[src/rtl/imgproc_pkg.sv]
// imgproc_pkg: shared image geometry defaults, counter widths and window FSM encoding
package imgproc_pkg;
  localparam int IMG_W_DEF = 1280;
  localparam int IMG_H_DEF = 720;
  localparam int COL_W = 11;
  localparam int ROW_W = 10;
  typedef enum logic [1:0] {S_IDLE = 2'd0, S_FILL = 2'd1, S_ACTIVE = 2'd2} state_t;
endpackage

[src/rtl/raster_counter.sv]
// raster_counter: col/row position of the pixel being accepted; clr forces it to (0,0)
module raster_counter
  import imgproc_pkg::*;
#(
  parameter int W = IMG_W_DEF,
  parameter int H = IMG_H_DEF
) (
  input  logic             clk,
  input  logic             reset_n,
  input  logic             en,
  input  logic             clr,
  output logic [COL_W-1:0] col,
  output logic [ROW_W-1:0] row,
  output logic             wrap,
  output logic             last
);
  logic [COL_W-1:0] c_q;
  logic [ROW_W-1:0] r_q;
  // Outputs describe the current pixel, so a restart pixel reads as (0,0) in its own cycle
  assign col  = clr ? '0 : c_q;
  assign row  = clr ? '0 : r_q;
  assign wrap = col == COL_W'(W - 1);
  assign last = wrap && row == ROW_W'(H - 1);
  always_ff @(posedge clk or negedge reset_n)
    if (!reset_n) begin
      c_q <= '0;
      r_q <= '0;
    end else if (en) begin
      c_q <= wrap ? '0 : col + 1'b1;
      r_q <= last ? '0 : wrap ? row + 1'b1 : row;
    end
endmodule

[src/rtl/window_3x3.sv]
// window_3x3: 3x3 sliding window over a raster stream, using two external line memories
module window_3x3
  import imgproc_pkg::*;
#(
  parameter int IMG_W = IMG_W_DEF,
  parameter int IMG_H = IMG_H_DEF,
  parameter int PIX_W = 8
) (
  input  logic               clk,
  input  logic               reset_n,
  input  logic               sof,
  input  logic               in_valid,
  input  logic [PIX_W-1:0]   pix_in,
  input  logic [PIX_W-1:0]   tap1,
  input  logic [PIX_W-1:0]   tap2,
  output logic               lm_we,
  output logic [9*PIX_W-1:0] win,
  output logic               win_valid,
  output logic [COL_W-1:0]   win_x,
  output logic [ROW_W-1:0]   win_y,
  output logic               frame_done
);
  state_t state;
  logic accept, restart, wrap, last, fire;
  logic [COL_W-1:0] col;
  logic [ROW_W-1:0] row;
  logic [PIX_W-1:0] sr [3][3];
  assign lm_we   = in_valid;
  assign accept  = in_valid && (sof || state != S_IDLE);
  assign restart = accept && sof;
  assign fire    = accept && !sof && state == S_ACTIVE;
  raster_counter #(.W(IMG_W), .H(IMG_H)) u_cnt (
    .clk, .reset_n, .en(accept), .clr(restart), .col, .row, .wrap, .last
  );
  // sr[row top..bottom][column oldest..newest] maps straight onto the row-major window
  for (genvar i = 0; i < 9; i++) begin : g_win
    assign win[i*PIX_W +: PIX_W] = sr[i/3][i%3];
  end
  always_ff @(posedge clk or negedge reset_n)
    if (!reset_n) begin
      state      <= S_IDLE;
      sr         <= '{default: '0};
      win_valid  <= 1'b0;
      win_x      <= '0;
      win_y      <= '0;
      frame_done <= 1'b0;
    end else begin
      win_valid  <= fire && col >= COL_W'(2);
      frame_done <= fire && last;
      if (accept) begin
        sr[0] <= '{sr[0][1], sr[0][2], tap2};
        sr[1] <= '{sr[1][1], sr[1][2], tap1};
        sr[2] <= '{sr[2][1], sr[2][2], pix_in};
        win_x <= col - 1'b1;
        win_y <= row - 1'b1;
        state <= sof ? S_FILL :
                 (state == S_FILL && wrap && row == ROW_W'(1)) ? S_ACTIVE :
                 (state == S_ACTIVE && last) ? S_IDLE : state;
      end
    end
endmodule

[config.mk]
export PLATFORM = sky130hd
export DESIGN_NAME = window_3x3
export DESIGN_NICKNAME = d
export VERILOG_FILES = /design/src/rtl/imgproc_pkg.sv /design/src/rtl/raster_counter.sv /design/src/rtl/window_3x3.sv
export SDC_FILE = /design/constraint.sdc
export NUM_CORES = 1
export LEC_CHECK = 0
export ABC_CLOCK_PERIOD_IN_PS = 3140
export CELL_PAD_IN_SITES_DETAIL_PLACEMENT = 2
export CELL_PAD_IN_SITES_GLOBAL_PLACEMENT = 2
export CORE_ASPECT_RATIO = 0.6
export CORE_MARGIN = 4
export CORE_UTILIZATION = 29
export DETAILED_ROUTE_END_ITERATION = 12
export PLACE_DENSITY = 0.86
export SETUP_SLACK_MARGIN = 0.3
export SYNTH_ARGS = -nofsm -noshare
export SYNTH_HDL_FRONTEND = slang
export SYNTH_SLANG_ARGS = --single-unit
[constraint.sdc]
create_clock -name clk -period 3.14 [get_ports clk]
set_input_delay 0.628 -clock clk [delete_from_list [all_inputs] [get_ports clk]]
set_output_delay 0.628 -clock clk [all_outputs]
set_load 0.02 [all_outputs]
==> reports/qor.csv <==
metric,value,unit
RePlAce Congestion,0.856,
Fin Hold WS,232,ps
CP Class,input port to flop,
Power Density,639,nW/um^2
Pint,3.30,mW
initial antenna violation count,0,
Vias,5094,
Initial Util,29.6,%
num rows,38,
worst skew pair latency,420,ps
DR pass1 iterations,5,
cts bufs inserted,17,
Setup-failing EPs final,0,
Iter 0 DRT Violations,444,
maximum VDD drop,413,uV
CTS max path bufs,2,
Routed Wire Length,20800,um
hold_buf cts,0,
Synth Register Bits,118,
Max Slew Vio Count,0,
Worst Hold Class,input port to asynchronous set/reset pin,
post-CTS setup buffer count,0,
DRC,0,
Flop pwr share,39.2,%
Sw Share,31.2,%
Post-Syn Instances,620,
Final period util,87.5,%
H-tree Lvls,4,
status,completed,
Place WS,22.5,ps
Leak,3.42,nW
total I/O pin count,124,
Final Skew,8.59,ps
Netlist cell types,50,
Die ar.,20800,um^2
largest net degree at the start of global routing,63,
post-synthesis cell area,5350,um^2
Max-slew headroom,53.7,%
GRT Util Overall,20.4,%
startpoint types,input port,
Syn. warnings,0,
"Reg clk slew, reported paths",50,ps
CTS tree,done,
dpl hpwl,14100,um
critical path required time,3430,ps
Via density,5.14,
Async SR Flop Fraction,100,%
Critical Path AT,3030,ps
crit end category,flop,
unrepaired setup endpoints after global routing,false,
sequential area share after synthesis,55.2,%
Logic pwr share,22.4,%
NetSw,1.50,mW
drt wl/cell,21.0,um
Multi-input gate area,2250,um^2
Worst-Margin Slew,694,ps
I/O Buffers,123,
clock power share,38.4,%
share of layout cells above drive strength 1,8.64,%
filler instances,1973,
post-route ant nets,0,
Period minus WS final,2750,ps
GRT overflow,0,
number of nets in the layout,773,
first-pass GRT wire length,33100,um
"Net Count, Synth",654,
Final Hold Fails,0,
syn_area_per_cell,8.63,um^2
Die Span Y,113,um
number of synthesized flops with an enable pin,0,
max cap viols,0,
Area Growth Syn to Fin,40.3,%
crit path max fanout,6,
setup tns final,0,ps
sequential cell area,2950,um^2
CTS Sinks,118,
post-route setup slack,394,ps
vias in the first global route,5711,
die width,183,um
prevailing post-synth register cell,dfrtp_1,
ant diodes,0,
Root Buffer,clkbuf_16,
Fmax achieved,364,MHz
core region area,18100,um^2
synth_stat cells, types with 3 or more instances:
cell      count  area [um^2]
ha_1          6         75.1
o211ai_1      4         30.0
or2_2         3         18.8
xor2_1        4         35.0
inv_1         9         33.8
nand2_1     250          938
dfrtp_1     118         2950
a21oi_1      18         90.1
nor3_1        8         40.0
nand4_1       7         43.8
nor4_1        7         43.8
nand3_1      16         80.1
o41ai_1       3         26.3
or3_1         3         18.8
a21bo_2       3         30.0
buf_1         9         33.8
clkbuf_1     30          113
xnor2_1       6         52.6
or4_1         3         22.5
a31oi_1      10         62.6
nor2_1       26         97.6
o21ai_0      34          170
and2_1        4         25.0
o31ai_1       3         22.5
logic make-up after synthesis:
| family | share of synthesized area (%) |
|---|---|
| AND/OR/NAND/NOR | 27.2 |
| adder cells (fa/ha/maj) | 1.40 |
| AO/OA/AOI/OAI | 10.7 |
| flip-flops | 55.2 |
| XOR/XNOR | 1.64 |
| buffers and inverters | 3.91 |
state kept, by name (all words and copies together) (netlist names):
signal,cells
win_valid,1
win_y,10
u_cnt.r_q,10
win_x,11
u_cnt.c_q,11
win,72
state,2
frame_done,1
final cells by class:
cell class                      count  share of cell area (%)
Sequential cell                   118                    39.3
Multi-Input combinational cell    450                    30.0
Timing Repair Buffer              143                    18.9
Clock buffer                       24                    6.42
Tap cell                          240                    4.00
Clock inverter                      8                   0.983
Inverter                            9                   0.450
per-stage QoR:
stage	power [mW]	instances	util [%]	area, um^2
4_1_cts	4.84	992	41.4	7470
3_5_place_dp	2.95	960	38.3	6920
6_report	4.80	992	41.6	7510
5_1_grt	5.02	992	41.6	7510
2_1_floorplan	2.37	620	-	5370
3_3_place_gp	2.89	960	38.3	6920
worst paths after layout:
kind | startpoint | end | slack (ps) | depth (start not counted)
worst max register to register | u_cnt.c_q[1] | u_cnt.c_q[10] | 620 | 8
worst min-delay path | reset_n | win[42] | 230 | 1
max in group asynchronous | reset_n | win[9] | 2060 | 2
worst max-delay path | in_valid | u_cnt.c_q[10] | 390 | 9
worst min register to register | win[7] | win[7] | 480 | 2
min in group clk | win[7] | win[7] | 480 | 2
layer usage:
metal  wire [um]  vias up  part of all wire, %  track usage (%)
met5           0        -                    0                0
li1            -     2294                    -                -
met1        9230     2625                   44             26.8
met2       10100      159                   49             34.5
met3        1270       16                  6.1             4.88
met4         196        0                 0.94             4.61
worst max-delay path, cell delays in order:
cell,delay [ps]
clkdlybuf4s50_1,430
nand2_1,160
and2_1,260
ha_4,210
nand2_1,110
or2_2,360
or4_1,570
a21oi_1,180
o21ai_0,110
cell usage in the layout, fill, tap and decap left out, types with 9 or more instances in the layout:
cell type        count
a21oi_1             18
inv_1                9
a31oi_1             10
nand3_1             15
clkbuf_16           17
clkdlybuf4s50_1    122
nor2_1              26
dfrtp_1            118
buf_4               18
o21ai_0             34
nand2_1            250
power by group through the flow:
stage / combinational (mW) / clock, mW / sequential (mW)
6_report: 1.07 / 1.84 / 1.88
5_1_grt: 1.16 / 1.96 / 1.91
4_1_cts: 1.08 / 1.88 / 1.88
3_5_place_dp: 1.05 / 0 / 1.90
3_3_place_gp: 1.01 / 0 / 1.88
2_1_floorplan: 0.352 / 0 / 2.02
repair_timing:
item,in CTS,in global routing
resized for setup,0,5
setup endpoints to repair,0,6
hold endpoints to repair,0,0
(Power assumes the default switching activity.)
